**src/rtl/ppu_pkg.sv**
```systemverilog
`default_nettype none
// ============================================================================
//  Module   : ppu_pkg
//  Brief    : Shared PPU constants and the palette address mirror helper.
//  Revision : 1.0 - initial release
// ============================================================================
package ppu_pkg;

  localparam int SCREEN_WIDTH    = 256;
  localparam int SCREEN_HEIGHT   = 240;

  // PPUMASK bit positions
  localparam int PPUMASK_GREY    = 0;
  localparam int PPUMASK_EMPH_LO = 5;

  // Greyscale keeps only the luma column of the colour code
  localparam logic [5:0] c_GREY_MASK = 6'h30;

  // Entries $10/$14/$18/$1C alias the background entries $00/$04/$08/$0C
  function automatic logic [4:0] pal_mirror(input logic [4:0] addr);
    return (addr[4] && (addr[1:0] == 2'b00)) ? (addr & 5'h0F) : addr;
  endfunction

endpackage
`default_nettype wire

```
**src/rtl/palette_lut_if.sv**
```systemverilog
`default_nettype none
// ============================================================================
//  Module   : palette_lut_if
//  Brief    : CPU access bus to the palette RAM ($3F00-$3F1F window).
//  Revision : 1.0 - initial release
// ============================================================================
interface palette_lut_if;

  logic [4:0] cpu_addr;
  logic       cpu_wr;
  logic       cpu_rd;
  logic [7:0] cpu_din;
  logic [7:0] cpu_dout;

  // CPU / register-interface side
  modport master (
    output cpu_addr,
    output cpu_wr,
    output cpu_rd,
    output cpu_din,
    input  cpu_dout
  );

  // Palette block side
  modport slave (
    input  cpu_addr,
    input  cpu_wr,
    input  cpu_rd,
    input  cpu_din,
    output cpu_dout
  );

endinterface
`default_nettype wire

```
**src/rtl/palette_ram.sv**
```systemverilog
`default_nettype none
// ============================================================================
//  Module   : palette_ram
//  Brief    : 32x6 flop palette store, one write port, two combinational
//             read ports; address mirroring is applied on every port.
//  Revision : 1.0 - initial release
// ============================================================================
module palette_ram
  import ppu_pkg::*;
(
  input  wire logic       clk,
  input  wire logic       rst_n,
  input  wire logic       wr_en,
  input  wire logic [4:0] wr_addr,
  input  wire logic [5:0] wr_data,
  input  wire logic [4:0] rd_ren_addr,
  output      logic [5:0] rd_ren_data,
  input  wire logic [4:0] rd_cpu_addr,
  output      logic [5:0] rd_cpu_data
);

  logic [5:0] r_mem [32];
  logic [4:0] w_wr_phys;

  assign w_wr_phys = pal_mirror(wr_addr);

  // Storage: asynchronous clear, single write port
  always_ff @(posedge clk or negedge rst_n) begin
    if (!rst_n) begin
      r_mem <= '{default: '0};
    end else if (wr_en) begin
      r_mem[w_wr_phys] <= wr_data;
    end
  end

  assign rd_ren_data = r_mem[pal_mirror(rd_ren_addr)];
  assign rd_cpu_data = r_mem[pal_mirror(rd_cpu_addr)];

endmodule
`default_nettype wire

```
**src/rtl/palette_lut.sv**
```systemverilog
`default_nettype none
// ============================================================================
//  Module   : palette_lut
//  Brief    : Palette index to NES colour conversion with greyscale/emphasis,
//             CPU palette access and an x/y pixel counter with frame markers.
//  Revision : 1.0 - initial release
// ============================================================================
module palette_lut #(
  parameter int SCREEN_WIDTH  = ppu_pkg::SCREEN_WIDTH,
  parameter int SCREEN_HEIGHT = ppu_pkg::SCREEN_HEIGHT
) (
  input  wire logic       clk,
  input  wire logic       rst_n,
  input  wire logic       px_en,
  input  wire logic [4:0] palette_idx,
  input  wire logic [7:0] ppumask,
  input  wire logic       vblank,
  palette_lut_if.slave    cpu,
  output      logic       pix_valid,
  output      logic [5:0] pix_color,
  output      logic [2:0] pix_emph,
  output      logic [7:0] pix_x,
  output      logic [7:0] pix_y,
  output      logic       pix_sof,
  output      logic       pix_eol
);

  import ppu_pkg::PPUMASK_GREY;
  import ppu_pkg::PPUMASK_EMPH_LO;
  import ppu_pkg::c_GREY_MASK;
  import ppu_pkg::pal_mirror;

  localparam logic [7:0] c_X_LAST = 8'(SCREEN_WIDTH - 1);
  localparam logic [7:0] c_Y_LAST = 8'(SCREEN_HEIGHT - 1);

  // Stage-1 registers
  logic       r_s1_valid;
  logic [4:0] r_s1_idx;
  logic       r_s1_grey;
  logic [2:0] r_s1_emph;

  // Pixel counter and vblank edge detector
  logic [7:0] r_cnt_x;
  logic [7:0] r_cnt_y;
  logic       r_vblank_d;
  logic       w_vblank_rise;

  logic [4:0] w_ren_idx;
  logic [5:0] w_ren_data;
  logic [5:0] w_cpu_data;
  logic [5:0] w_ren_color;
  logic [5:0] w_cpu_color;
  logic [7:0] r_cpu_dout;

  // Bits of the input buses this block has no use for
  logic w_unused_bits;
  assign w_unused_bits = ^{ppumask[4:1], cpu.cpu_din[7:6]};

  palette_ram u_palette_ram (
    .clk         (clk),
    .rst_n       (rst_n),
    .wr_en       (cpu.cpu_wr),
    .wr_addr     (cpu.cpu_addr),
    .wr_data     (cpu.cpu_din[5:0]),
    .rd_ren_addr (r_s1_idx),
    .rd_ren_data (w_ren_data),
    .rd_cpu_addr (cpu.cpu_addr),
    .rd_cpu_data (w_cpu_data)
  );

  // Pixel 0 of every palette is the shared backdrop, sprite or background
  assign w_ren_idx = (palette_idx[1:0] == 2'b00) ? 5'd0 : pal_mirror(palette_idx);

  assign w_ren_color = r_s1_grey ? (w_ren_data & c_GREY_MASK) : w_ren_data;
  assign w_cpu_color = ppumask[PPUMASK_GREY] ? (w_cpu_data & c_GREY_MASK) : w_cpu_data;

  assign w_vblank_rise = vblank & ~r_vblank_d;

  // Stage 1: capture the mapped index and the mask bits that travel with it
  always_ff @(posedge clk or negedge rst_n) begin
    if (!rst_n) begin
      r_s1_valid <= 1'b0;
      r_s1_idx   <= '0;
      r_s1_grey  <= 1'b0;
      r_s1_emph  <= '0;
    end else begin
      r_s1_valid <= px_en;
      r_s1_idx   <= w_ren_idx;
      r_s1_grey  <= ppumask[PPUMASK_GREY];
      r_s1_emph  <= ppumask[PPUMASK_EMPH_LO +: 3];
    end
  end

  // Stage 2: RAM lookup result plus the coordinates owned by this pixel
  always_ff @(posedge clk or negedge rst_n) begin
    if (!rst_n) begin
      pix_valid <= 1'b0;
      pix_color <= '0;
      pix_emph  <= '0;
      pix_x     <= '0;
      pix_y     <= '0;
      pix_sof   <= 1'b0;
      pix_eol   <= 1'b0;
    end else begin
      pix_valid <= r_s1_valid;
      pix_color <= w_ren_color;
      pix_emph  <= r_s1_emph;
      pix_x     <= r_cnt_x;
      pix_y     <= r_cnt_y;
      pix_sof   <= r_s1_valid && (r_cnt_x == 8'd0) && (r_cnt_y == 8'd0);
      pix_eol   <= r_s1_valid && (r_cnt_x == c_X_LAST);
    end
  end

  // Pixel counter: steps with each emitted pixel, vblank rise resyncs to 0,0
  always_ff @(posedge clk or negedge rst_n) begin
    if (!rst_n) begin
      r_cnt_x <= '0;
      r_cnt_y <= '0;
    end else if (w_vblank_rise) begin
      r_cnt_x <= '0;
      r_cnt_y <= '0;
    end else if (r_s1_valid) begin
      if (r_cnt_x == c_X_LAST) begin
        r_cnt_x <= '0;
        r_cnt_y <= (r_cnt_y == c_Y_LAST) ? 8'd0 : r_cnt_y + 8'd1;
      end else begin
        r_cnt_x <= r_cnt_x + 8'd1;
      end
    end
  end

  // Vblank history for rising-edge detection
  always_ff @(posedge clk or negedge rst_n) begin
    if (!rst_n) begin
      r_vblank_d <= 1'b0;
    end else begin
      r_vblank_d <= vblank;
    end
  end

  // CPU read data: loads on a read strobe only, otherwise holds
  always_ff @(posedge clk or negedge rst_n) begin
    if (!rst_n) begin
      r_cpu_dout <= '0;
    end else if (cpu.cpu_rd) begin
      r_cpu_dout <= {2'b00, w_cpu_color};
    end
  end

  assign cpu.cpu_dout = r_cpu_dout;

endmodule
`default_nettype wire

```
**src/flat_wrapper.sv**
```systemverilog
// flat-port wrapper written by rule: the top's interface ports become plain ports
module palette_lut_flat import ppu_pkg::PPUMASK_GREY; import ppu_pkg::PPUMASK_EMPH_LO; import ppu_pkg::c_GREY_MASK; import ppu_pkg::pal_mirror;
#(
  parameter int SCREEN_WIDTH  = ppu_pkg::SCREEN_WIDTH,
  parameter int SCREEN_HEIGHT = ppu_pkg::SCREEN_HEIGHT
)
  (clk, rst_n, px_en, palette_idx, ppumask, vblank, pix_valid, pix_color, pix_emph, pix_x, pix_y, pix_sof, pix_eol, cpu_cpu_addr, cpu_cpu_wr, cpu_cpu_rd, cpu_cpu_din, cpu_cpu_dout);
  palette_lut_if cpu_i ();
  input  wire logic clk;
  input  wire logic rst_n;
  input  wire logic px_en;
  input  wire logic [4:0] palette_idx;
  input  wire logic [7:0] ppumask;
  input  wire logic vblank;
  output      logic pix_valid;
  output      logic [5:0] pix_color;
  output      logic [2:0] pix_emph;
  output      logic [7:0] pix_x;
  output      logic [7:0] pix_y;
  output      logic pix_sof;
  output      logic pix_eol;
  input wire logic [$bits(cpu_i.cpu_addr)-1:0] cpu_cpu_addr;
  input wire logic [$bits(cpu_i.cpu_wr)-1:0] cpu_cpu_wr;
  input wire logic [$bits(cpu_i.cpu_rd)-1:0] cpu_cpu_rd;
  input wire logic [$bits(cpu_i.cpu_din)-1:0] cpu_cpu_din;
  output wire logic [$bits(cpu_i.cpu_dout)-1:0] cpu_cpu_dout;
  assign cpu_i.cpu_addr = cpu_cpu_addr;
  assign cpu_i.cpu_wr = cpu_cpu_wr;
  assign cpu_i.cpu_rd = cpu_cpu_rd;
  assign cpu_i.cpu_din = cpu_cpu_din;
  assign cpu_cpu_dout = cpu_i.cpu_dout;
  palette_lut #(.SCREEN_WIDTH(SCREEN_WIDTH), .SCREEN_HEIGHT(SCREEN_HEIGHT)) u_core (.clk(clk), .rst_n(rst_n), .px_en(px_en), .palette_idx(palette_idx), .ppumask(ppumask), .vblank(vblank), .cpu(cpu_i), .pix_valid(pix_valid), .pix_color(pix_color), .pix_emph(pix_emph), .pix_x(pix_x), .pix_y(pix_y), .pix_sof(pix_sof), .pix_eol(pix_eol));
endmodule
```
**config.mk**
```make
export PLATFORM = sky130hd
export DESIGN_NAME = palette_lut_flat
export DESIGN_NICKNAME = d
export VERILOG_FILES = /design/src/rtl/ppu_pkg.sv /design/src/rtl/palette_lut_if.sv /design/src/rtl/palette_ram.sv /design/src/rtl/palette_lut.sv /design/src/flat_wrapper.sv
export SDC_FILE = /design/constraint.sdc
export NUM_CORES = 1
export LEC_CHECK = 0
export BUFFER_PORTS_ARGS = -buffer_cell sky130_fd_sc_hd__buf_4
export CORE_ASPECT_RATIO = 1.75
export CORE_UTILIZATION = 30
export CTS_BUF_LIST = sky130_fd_sc_hd__clkbuf_16
export DETAILED_ROUTE_END_ITERATION = 10
export PLACE_DENSITY = 0.52
export SKIP_CTS_REPAIR_TIMING = 1
export SLEW_MARGIN = 20
export SYNTH_ARGS = -nofsm -noshare
export SYNTH_HDL_FRONTEND = slang
export SYNTH_HIERARCHICAL = 1
export SYNTH_SLANG_ARGS = --single-unit
```
**constraint.sdc**
```tcl
create_clock -name clk -period 2.5 [get_ports clk]
set_clock_uncertainty 0.15 [all_clocks]
set_input_delay 0.5 -clock clk [delete_from_list [all_inputs] [get_ports clk]]
set_output_delay 0.5 -clock clk [all_outputs]
set_load 0.02 [all_outputs]
```
* Word level (Yosys, flattened, before mapping) *
Cells that the tools add are included.
Widths: inputs -> output; s select.

word-level totals
  bits in registers = 253
  input bits = 32
  output and inout port bits = 36
  logic and storage cells = 95

operators by class
  $add $sub $neg = 2
  $lt $le $gt $ge = 3
  equal/unequal tests = 2
  mux-type cells = 22
  bitwise gates (word level) = 4
  reductions and logical operators = 15

operator list
  kind                 count
  $bwmux 192           1
  $bmux 6 s5           2
  $mux 8               7
  $demux 6 s5          1
  $mux 6               5
  $mux 5               4
  $add 8x1->8 const B  2
  $eq 8x8->1 const B   2
  $logic_not 8->1      2
  $ge 6x6->1 const B   2
  $not 5->6            2
  $mux 4               2
  $logic_and 1x1->1    7
  $logic_not 2->1      3
  $lt 6x1->1 const B   1
  $reduce_bool 2->1    2
  $reduce_and 2->1     1
  $and 1x1->1          1
  $not 1->1            1

* Depth between registers and ports, before layout *
Gate-level depths: netlist (run 1).

  depth in word-level cells = 9
  depth in mapped cells = 9
  mapped depth without buffers = 6

* Hierarchy *
Netlist (run 1), hierarchy kept.

modules (own cells, without submodules)
  module       times used  cells an instance  area each (um2)  sequential area each (um2)
  palette_ram  1           721                9,316.4          4,204.0
  palette_lut  1           177                2,242.2          1,526.5

* Worst setup path after synthesis (run 1) *
OpenSTA, ideal clock, no wires.

  path type = input to register
  from = input port cpu_cpu_addr[1]
  to = register u_core.r_cpu_dout[5] (netlist: u_core/cpu.cpu_dout[5])
  setup time = 0.125 ns
  arrival time = 1.872 ns
  data required time = 2.225 ns
  slack = 0.354 ns
  cell stages on the path = 7
  cells stage by stage = buf_4 -> buf_6 -> mux4_2 -> a2bb2oi_1 -> o22ai_1 -> nor3_1 -> mux2_2

on the way
  word-level cells in the longest chain between the ends = 7

ends and longest elaborated chain
  what                                            line                RTL
  start: declaration                              flat_wrapper.sv:22  input wire logic [$bits(cpu_i.cpu_addr)-1:0] cpu_cpu_addr;
  $logic_not 2->1                                 ppu_pkg.sv:21       return (addr[4] && (addr[1:0] == 2'b00)) ? (addr & 5'h0F) : addr;
  $logic_and 1x1->1                               ppu_pkg.sv:21
  $mux 5 (*)                                      ppu_pkg.sv:21
  $not 5->6 (implied by the code) (*)             palette_ram.sv:37   assign rd_cpu_data = r_mem[pal_mirror(rd_cpu_addr)];
  $bmux 6 s5 (*)                                  palette_ram.sv:37
  $mux 6 (implied by the code) (*) (2 in series)  palette_ram.sv:37
  named net u_core.w_cpu_color[5]                 palette_lut.sv:52   logic [5:0] w_cpu_color;
  end signal: assignment                          palette_lut.sv:147  r_cpu_dout <= {2'b00, w_cpu_color};
  end: declaration                                palette_lut.sv:53   logic [7:0] r_cpu_dout;

The timed path passes the listed nets; every way through them passes the cells marked *. The select of a mux whose other input is x is not followed.
A chain may end at the register's enable or synchronous reset.

* Final worst setup path (run 1) *
  from = register u_core.r_s1_idx[1]
  to = register u_core.pix_color[0]

on the way
  word-level cells in the longest chain between the ends = 8

ends and longest elaborated chain
  what                                            line                RTL
  start: declaration                              palette_lut.sv:38   logic [4:0] r_s1_idx;
  start signal: assignment                        palette_lut.sv:88   r_s1_idx <= w_ren_idx;
  $logic_not 2->1                                 ppu_pkg.sv:21
  $logic_and 1x1->1                               ppu_pkg.sv:21
  $mux 5 (*)                                      ppu_pkg.sv:21
  $not 5->6 (implied by the code) (*)             palette_ram.sv:36   assign rd_ren_data = r_mem[pal_mirror(rd_ren_addr)];
  $bmux 6 s5 (*)                                  palette_ram.sv:36
  $mux 6 (implied by the code) (*) (2 in series)  palette_ram.sv:36
  named net u_core.w_ren_data[0]                  palette_lut.sv:49   logic [5:0] w_ren_data;
  $mux 4 (*)                                      palette_lut.sv:74   assign w_ren_color = r_s1_grey ? (w_ren_data & c_GREY_MASK) : w_ren_data;
  named net u_core.w_ren_color[0]                 palette_lut.sv:51   logic [5:0] w_ren_color;
  end signal: assignment                          palette_lut.sv:106  pix_color <= w_ren_color;
  end: declaration                                palette_lut.sv:20   output logic [5:0] pix_color,

Marks and branches as above.

==> flow_summary.toml, run 1 <==
[floorplanning]
io_pins = 68
die_w_um = 150
die_area_sq_um = 39300
rows = 94
start_util = 0.306
core_area_sq_um = 37800
die_y_um = 262

[global_route]
antenna_found_initial = 0
overflow = 0
grt_start_max_net_pins = 82
grt_busiest_layer = "met2"
track_usage = 0.171
grt_use_met1 = 0.172
grt_pass1_wl_um = 50200
grt_pass1_vias = 8411
use_met2 = 0.333
grt_use_met3 = 0.0201

[sta]
finalWorstSetupSlack_ns = 0.228
min_period_ns = 2.27
max-slew-margin-rel = 0.495
rsz0062_at_grt = "false"
clock.fmax_mhz = 440
fin_crit_sh = 0.909
setup_viol = 0
slew_violations = 0
report.final.hold_viol_count = 0
worst_pin_slew_ns = 0.757

[synth]
syn_inst = 898
synth_seq_area_share = 0.496
ys_warn_count = 6
ys_async_sr_fraction = 1.00
ys_ff_latch = 229
synth_area_sq_um = 11600
synth_edf_count = 0
ys_types = 46
syn_area_per_cell_sq_um = 12.9
ys.flop_type = "dfrtp_1"

[worst_setup_path]
crit_arrival_ns = 2.56
cp_common_cell = "buf_4"
startpoint_type = "flop"
path_max_fanout = 17
required_ns = 2.78
crit_chain = "buf_12 -> mux4_2 -> a2bb2oi_1 -> buf_4 -> o22ai_1 -> nor3_1 -> buf_4 -> nor2b_1"
max_stage_delay_ns = 0.51
critPathTopFamily = "buffers and inverters"
slowest_stage = "mux4_2"
path_buf_inv = 3
path_class = "flop to flop"
end_kind = "flop"

[route]
drtIter0Drc = 315
antenna_left = 0
drc_errors = 0
wl_per_cell_um = 21.5
vias_per_cell = 5.13
first_pass_iters = 4
wirelength_um = 32600
vias = 7757

[power]
p_per_area_nw_per_um2 = 774
finalPower_mw = 10.8
peakVddDrop_mv = 0.562
p_leak_nw = 6.31

[layout]
drive_gt1_frac = 0.370
layout_commonest_cell = "dfrtp_1"
n_antenna_cell = 0
area_growth_pct = 20.9
fillers = 3606
final_cell_mix = "dfrtp_1 (228), mux2_2 (170), buf_4 (133)"
num-nets-final = 1050

[hold_path]
hp-class = "primary input to flop"

[placement]
preCtsSetupSlack_ns = -0.175
numPortBuffers = 59
gp_congestion = 0.904
dp_hpwl_um = 24000

[clock_network]
max-clock-path-buffers = 3
clk_latency_ns = 0.54
cts.sinks = 229
htree_num_levels = 1
cts_root_buffer = "clkbuf_16"
cts_tree = "yes"
path_clk_slew_ns = 0.06
cts-buffers-inserted = 24

[run_status]
status = "finished, final reports clean"

[run]
maxCapViolations = 0
[power breakdown]
part / switching (mW) / leakage, nW / internal, mW
Clock: 1.56 / 0.412 / 2.27
Sequential: 0.478 / 2.93 / 4.34
Combinational: 0.983 / 2.96 / 1.18
Total: 3.02 / 6.31 / 7.79
[cell usage after synthesis, types with 2 or more instances]
cell,number,share of area
buf_2,14,0.0061
nor2_1,31,0.010
buf_6,3,0.0029
buf_1,6,0.0019
dfrtp_1,229,0.50
clkbuf_1,25,0.0081
or3_1,2,0.0011
and2_1,4,0.0022
nor3_1,16,0.0069
nor2b_1,14,0.0076
nand2b_1,7,0.0038
buf_4,16,0.010
inv_1,10,0.0032
ha_1,4,0.0043
o22ai_1,12,0.0065
a2bb2oi_1,24,0.018
nand3_1,12,0.0052
and3_1,2,0.0011
nand3b_1,5,0.0032
o21ai_0,11,0.0048
a22oi_1,48,0.031
nand4b_1,3,0.0023
nand4_1,7,0.0038
nand2_1,20,0.0065
nor3b_2,3,0.0032
and4_1,2,0.0015
xnor2_1,2,0.0015
a21oi_1,31,0.013
xor2_1,5,0.0038
mux2_2,170,0.17
mux4_2,24,0.047
mux2i_1,122,0.11
[per-stage QoR]
stage | instances | instance area [sq um] | utilization | hold slack [ns] | TNS, ns
after global routing | 1512 | 14000 | 0.370 | 0.0419 | 0
after CTS | 1503 | 13900 | 0.368 | -0.158 | 0
after global placement | 1459 | 13100 | 0.346 | 0.186 | -0.269
final | 1512 | 14000 | 0.370 | 0.0333 | 0
after detailed placement | 1459 | 13100 | 0.346 | 0.190 | -0.270
after floorplan | 899 | 11600 | - | 0.0544 | 0
[path summary, 6_finish.rpt]
check / startpoint / endpoint / slack [ns] / cells after the start
min in group asynchronous: rst_n / u_core/pix_emph[1]$_DFF_PN0_ / 0.40 / 2
max in group asynchronous: rst_n / u_core/pix_x[4]$_DFF_PN0_ / 1.07 / 3
max reg2reg: u_core/r_s1_idx[1]$_DFF_PN0_ / u_core/pix_color[0]$_DFF_PN0_ / 0.23 / 8
min: palette_idx[4] / u_core/r_s1_idx[4]$_DFF_PN0_ / 0.03 / 2
min reg2reg: u_core/r_s1_emph[2]$_DFF_PN0_ / u_core/pix_emph[2]$_DFF_PN0_ / 0.20 / 0
max: u_core/r_s1_idx[1]$_DFF_PN0_ / u_core/pix_color[0]$_DFF_PN0_ / 0.23 / 8
[logic make-up (layout without fill, tap and decap cells)]
logic type      after synthesis  after routing  synth area share
other cells                   1              2          0.000324
compound gates              131            131            0.0783
buf+inv                      75            208            0.0333
mux                         316            316             0.318
flops                       229            229             0.496
xor+xnor                      7              7           0.00530
simple gates                135            135            0.0646
fa+ha+maj                     4              4           0.00433
[state kept, by name, summed over array words and instances, names as in the netlist, 3 cells and up]
signal                      cells
u_core/cpu.cpu_dout             6
u_core/pix_color                6
u_core/pix_emph                 3
u_core/pix_x                    8
u_core/pix_y                    8
u_core/r_cnt_x                  8
u_core/r_cnt_y                  8
u_core/r_s1_emph                3
u_core/r_s1_idx                 5
u_core/u_palette_ram/r_mem    168
[cell type report]
| type | count | area, sq um | share of cell area |
|---|---|---|---|
| sequential | 229 | 5730 | 0.410 |
| multi-input combinational | 595 | 5450 | 0.390 |
| timing repair buffer | 154 | 1320 | 0.0947 |
| clock buffer | 24 | 601 | 0.0430 |
| tap | 480 | 601 | 0.0430 |
| clock inverter | 20 | 230 | 0.0165 |
| inverter | 10 | 37.5 | 0.00269 |
[routing by layer]
metal  up-vias  wire [um]
met5         -          0
met4         0       1790
met3        72        907
met2       146      18200
met1      3972      11700
li1       3567          -
[worst reg2reg max path, cell delays in order (launching register included)]
cell	delay, ns
dfrtp_1	0.38
buf_12	0.20
mux4_2	0.52
a2bb2oi_1	0.14
buf_4	0.16
o22ai_1	0.24
nor3_1	0.10
buf_4	0.16
nor2b_1	0.13
(Power assumes the default switching activity.)
==> run 2: changes to the inputs <==
--- a/config.mk
+++ b/config.mk
@@ -11,6 +11,7 @@
 export CTS_BUF_LIST = sky130_fd_sc_hd__clkbuf_16
 export DETAILED_ROUTE_END_ITERATION = 10
 export PLACE_DENSITY = 0.52
+export RECOVER_POWER = 25
 export SKIP_CTS_REPAIR_TIMING = 1
 export SLEW_MARGIN = 20
 export SYNTH_ARGS = -nofsm -noshare
==> flow_summary.toml, run 2 (synthesis gave the netlist of run 1 again) <==
[route]
wirelength_um = 32600
first_pass_iters = 4
vias = 7757
vias_per_cell = 5.13
drc_errors = 0
drtIter0Drc = 317
antenna_left = 0
wl_per_cell_um = 21.5

[clock_network]
cts_root_buffer = "clkbuf_16"
path_clk_slew_ns = 0.06
clk_latency_ns = 0.54
cts_tree = "yes"
cts.sinks = 229
cts-buffers-inserted = 24
max-clock-path-buffers = 3
htree_num_levels = 1

[layout]
area_growth_pct = 20.6
final_cell_mix = "dfrtp_1 (228), mux2_2 (170), buf_4 (124)"
num-nets-final = 1050
final_cells = 1512
n_antenna_cell = 0
largest_reg_flops = 168
fillers = 3613
drive_gt1_frac = 0.365
stdcell_area_sq_um = 13900
layout_commonest_cell = "dfrtp_1"
top_register = "u_core/u_palette_ram/r_mem"

[placement]
preCtsSetupSlack_ns = -0.175
place_area_sq_um = 13100
dp.cells = 1459
gp_congestion = 0.904
numPortBuffers = 59
dp_hpwl_um = 24000

[sta]
worst_pin_slew_ns = 1.31
fin_crit_sh = 0.911
slew_violations = 0
max-slew-margin-rel = 0.128
clock.fmax_mhz = 439
min_period_ns = 2.28
final.setup.tns_ns = 0
rsz0062_at_grt = "false"
setup_viol = 0
finalWorstSetupSlack_ns = 0.224
report.final.hold_viol_count = 0

[global_route]
grt_pass1_wl_um = 50200
overflow = 0
antenna_found_initial = 0
track_usage = 0.171
grt_start_max_net_pins = 82
grt_pass1_vias = 8411

[worst_setup_path]
startpoint_type = "flop"
path_max_fanout = 17
path_class = "flop to flop"
crit_arrival_ns = 2.56
end_kind = "flop"
required_ns = 2.78

[floorplanning]
die_w_um = 150
die_y_um = 262
io_pins = 68
die_area_sq_um = 39300
start_util = 0.306
core_area_sq_um = 37800
rows = 94

[run]
maxCapViolations = 0

[power]
finalPower_mw = 10.8
peakVddDrop_mv = 0.562
p_per_area_nw_per_um2 = 775
p_leak_nw = 6.28

[run_status]
status = "finished, final reports clean"

[hold_path]
hp-class = "primary input to flop"
-- run 2: layer usage --
metal / track usage / share of wire / vias up
met2: 0.333 / 0.56 / 149
met1: 0.172 / 0.36 / 3972
met5: 0 / 0 / -
met4: 0.0960 / 0.053 / 0
met3: 0.0201 / 0.029 / 69
li1: - / - / 3567
-- run 2: where the power goes --
| group | total [mW] | internal (mW) | switching [mW] |
|---|---|---|---|
| Clock | 3.82 | 2.27 | 1.56 |
| Combinational | 2.15 | 1.17 | 0.981 |
| Sequential | 4.82 | 4.34 | 0.481 |
| Total | 10.8 | 7.78 | 3.02 |
-- run 2: path summary, 6_finish.rpt --
| check | from | end | slack (ns) | cells past startpoint |
|---|---|---|---|---|
| worst max-delay path | u_core/r_s1_idx[1]$_DFF_PN0_ | u_core/pix_color[0]$_DFF_PN0_ | 0.22 | 8 |
| worst min-delay path | palette_idx[4] | u_core/r_s1_idx[4]$_DFF_PN0_ | 0.03 | 2 |
| worst max register to register | u_core/r_s1_idx[1]$_DFF_PN0_ | u_core/pix_color[0]$_DFF_PN0_ | 0.22 | 8 |
| worst min register to register | u_core/r_s1_emph[2]$_DFF_PN0_ | u_core/pix_emph[2]$_DFF_PN0_ | 0.20 | 0 |
| max in group asynchronous | rst_n | u_core/u_palette_ram/r_mem[53]$_DFFE_PN0P_ | 0.39 | 3 |
| min in group asynchronous | rst_n | u_core/pix_emph[1]$_DFF_PN0_ | 0.63 | 2 |
-- run 2: worst max-delay path: stages (launching register included) --
cell and delay (ns):
dfrtp_1 0.38, buf_12 0.20, mux4_2 0.51, a2bb2oi_1 0.14, buf_4 0.16, o22ai_1 0.24
nor3_1 0.10, buf_4 0.16, nor2b_1 0.13
-- run 2: cell type report --
class	instances	area (sq um)	area share
multi-input combinational	595	5450	0.391
clock inverter	20	230	0.0165
inverter	10	37.5	0.00269
clock buffer	24	601	0.0431
sequential	229	5730	0.412
tap	480	601	0.0431
timing repair buffer	154	1280	0.0922
-- run 2: stage by stage --
stage | utilization | hold WS [ns]
3_3_place_gp | 0.346 | 0.186
4_1_cts | 0.368 | -0.158
2_1_floorplan | - | 0.0544
6_report | 0.369 | 0.0332
3_5_place_dp | 0.346 | 0.190
5_1_grt | 0.369 | 0.0419
==> run 3: changes to the inputs <==
--- a/config.mk
+++ b/config.mk
@@ -6,7 +6,7 @@
 export NUM_CORES = 1
 export LEC_CHECK = 0
 export BUFFER_PORTS_ARGS = -buffer_cell sky130_fd_sc_hd__buf_4
-export CORE_ASPECT_RATIO = 1.75
+export CORE_ASPECT_RATIO = 0.7
 export CORE_UTILIZATION = 30
 export CTS_BUF_LIST = sky130_fd_sc_hd__clkbuf_16
 export DETAILED_ROUTE_END_ITERATION = 10
==> flow_summary.toml, run 3 (synthesis gave the netlist of run 1 again) <==
[layout]
top_register = "u_core/u_palette_ram/r_mem"
fillers = 3621
largest_reg_flops = 168
num-nets-final = 1036
final_core_utilization = 0.369
drive_gt1_frac = 0.361
n_antenna_cell = 0
layout_commonest_cell = "dfrtp_1"
area_growth_pct = 20.1
final_cell_mix = "dfrtp_1 (228), mux2_2 (170), mux2i_1 (122)"

[worst_setup_path]
path_max_fanout = 18
required_ns = 2.82
crit_arrival_ns = 2.69
reg2reg_depth = 8
regToRegEndpoint = "u_core/pix_color[0]$_DFF_PN0_"
rrSetupSlack_ns = 0.14
path_class = "flop to flop"
end_kind = "flop"
rr_startpoint = "u_core/r_s1_idx[1]$_DFF_PN0_"
startpoint_type = "flop"

[floorplanning]
io_pins = 68
core_area_sq_um = 37600
die_w_um = 237
die_area_sq_um = 39300
start_util = 0.308
die_y_um = 166
rows = 59

[sta]
slew_violations = 53
min_period_ns = 2.36
fin_crit_sh = 0.945
max-slew-margin-rel = -0.0442
clock.fmax_mhz = 423
worst_pin_slew_ns = 1.57
whs_ns = 0.0200
setup_viol = 0
report.final.hold_viol_count = 0
rsz0062_at_grt = "false"
final.setup.tns_ns = 0

[power]
p_sw_mw = 3.05
p_per_area_nw_per_um2 = 773
p_int_mw = 7.68
finalPower_mw = 10.7
p_leak_nw = 6.23
peakVddDrop_mv = 0.463
p_seq_frac = 0.448
pwr-share-comb = 0.199
switching_share = 0.284
clockPowerShare = 0.354

[run]
maxCapViolations = 1

[route]
drtIter0Drc = 499
wl_per_cell_um = 21.0
wirelength_um = 31700
drc_errors = 0
first_pass_iters = 5
vias_per_cell = 5.16
vias = 7787
antenna_left = 0

[run_status]
violations = "max-capacitance violations, max-slew violations"
status = "complete, but fails checks"

[clock_network]
cts_root_buffer = "clkbuf_16"
max-clock-path-buffers = 3
cts_tree = "yes"
htree_num_levels = 1
cts.sinks = 229
cts-buffers-inserted = 26
path_clk_slew_ns = 0.06
clk_latency_ns = 0.56

[placement]
gp_congestion = 0.861
dp_hpwl_um = 21900
numPortBuffers = 59

[hold_path]
whs_endpoint = "u_core/r_s1_idx[3]$_DFF_PN0_"
hold_depth = 2
hp-start = "palette_idx[3]"
hp-class = "primary input to flop"

[global_route]
overflow = 0
grt_pass1_wl_um = 48900
grt_start_max_net_pins = 56
track_usage = 0.163
antenna_found_initial = 0
grt_pass1_vias = 7811
==> run 3: area by class of cell <==
class                   count  area (sq um)  area share
repair buffers            138          1200      0.0867
inverters                  10          37.5     0.00270
multi-input cells         595          5450       0.393
clock buffers              26           651      0.0469
clock inverters            22           191      0.0138
well taps                 488           611      0.0440
flip-flops and latches    229          5730       0.413
==> run 3: critical path, cell delays in order, from the launching register on <==
cell       delay [ns]
dfrtp_1          0.39
buf_12           0.17
nor2b_2          0.16
buf_4            0.22
a2bb2oi_1        0.35
o22ai_1          0.16
nor3_1           0.35
buf_4            0.19
nor2b_1          0.12
==> run 3: worst max-delay path by stage <==
stage | startpoint | end | slack (ns) | cells past startpoint
after floorplan | cpu_cpu_addr[1] | u_core/cpu.cpu_dout[5]$_DFFE_PN0P_ | 0.35 | 7
after global placement | cpu_cpu_addr[1] | u_core/cpu.cpu_dout[5]$_DFFE_PN0P_ | -0.06 | 7
after detailed placement | cpu_cpu_addr[1] | u_core/cpu.cpu_dout[5]$_DFFE_PN0P_ | -0.07 | 7
after CTS | u_core/r_s1_idx[1]$_DFF_PN0_ | u_core/pix_color[0]$_DFF_PN0_ | 0.07 | 7
after global routing | rst_n | u_core/u_palette_ram/r_mem[159]$_DFFE_PN0P_ | 0.05 | 3
final | u_core/r_s1_idx[1]$_DFF_PN0_ | u_core/pix_color[0]$_DFF_PN0_ | 0.14 | 8
==> run 3: layer usage <==
layer	wire length [um]	share of wire	GRT usage
met1	16600	0.52	0.259
met2	13000	0.41	0.221
met3	1700	0.054	0.0374
met4	424	0.013	0.0296
met5	0	0	0
==> run 3: power by group through the flow <==
stage | combinational, mW | clock [mW] | sequential (mW)
CTS | 2.13 | 3.92 | 4.80
global route | 2.30 | 4.09 | 4.90
finish | 2.13 | 3.80 | 4.80
detailed placement | 2.13 | 0 | 4.86
floorplan | 1.41 | 0 | 4.79
global placement | 2.09 | 0 | 4.84
==> run 3: per-stage QoR <==
| stage | setup WS [ns] | cells | area, sq um |
|---|---|---|---|
| finish | 0.137 | 1508 | 13900 |
| global route | 0.0546 | 1508 | 13900 |
| CTS | 0.0708 | 1497 | 13800 |
| detailed placement | -0.0702 | 1449 | 13000 |
| global placement | -0.0625 | 1449 | 13000 |
| floorplan | 0.354 | 899 | 11600 |
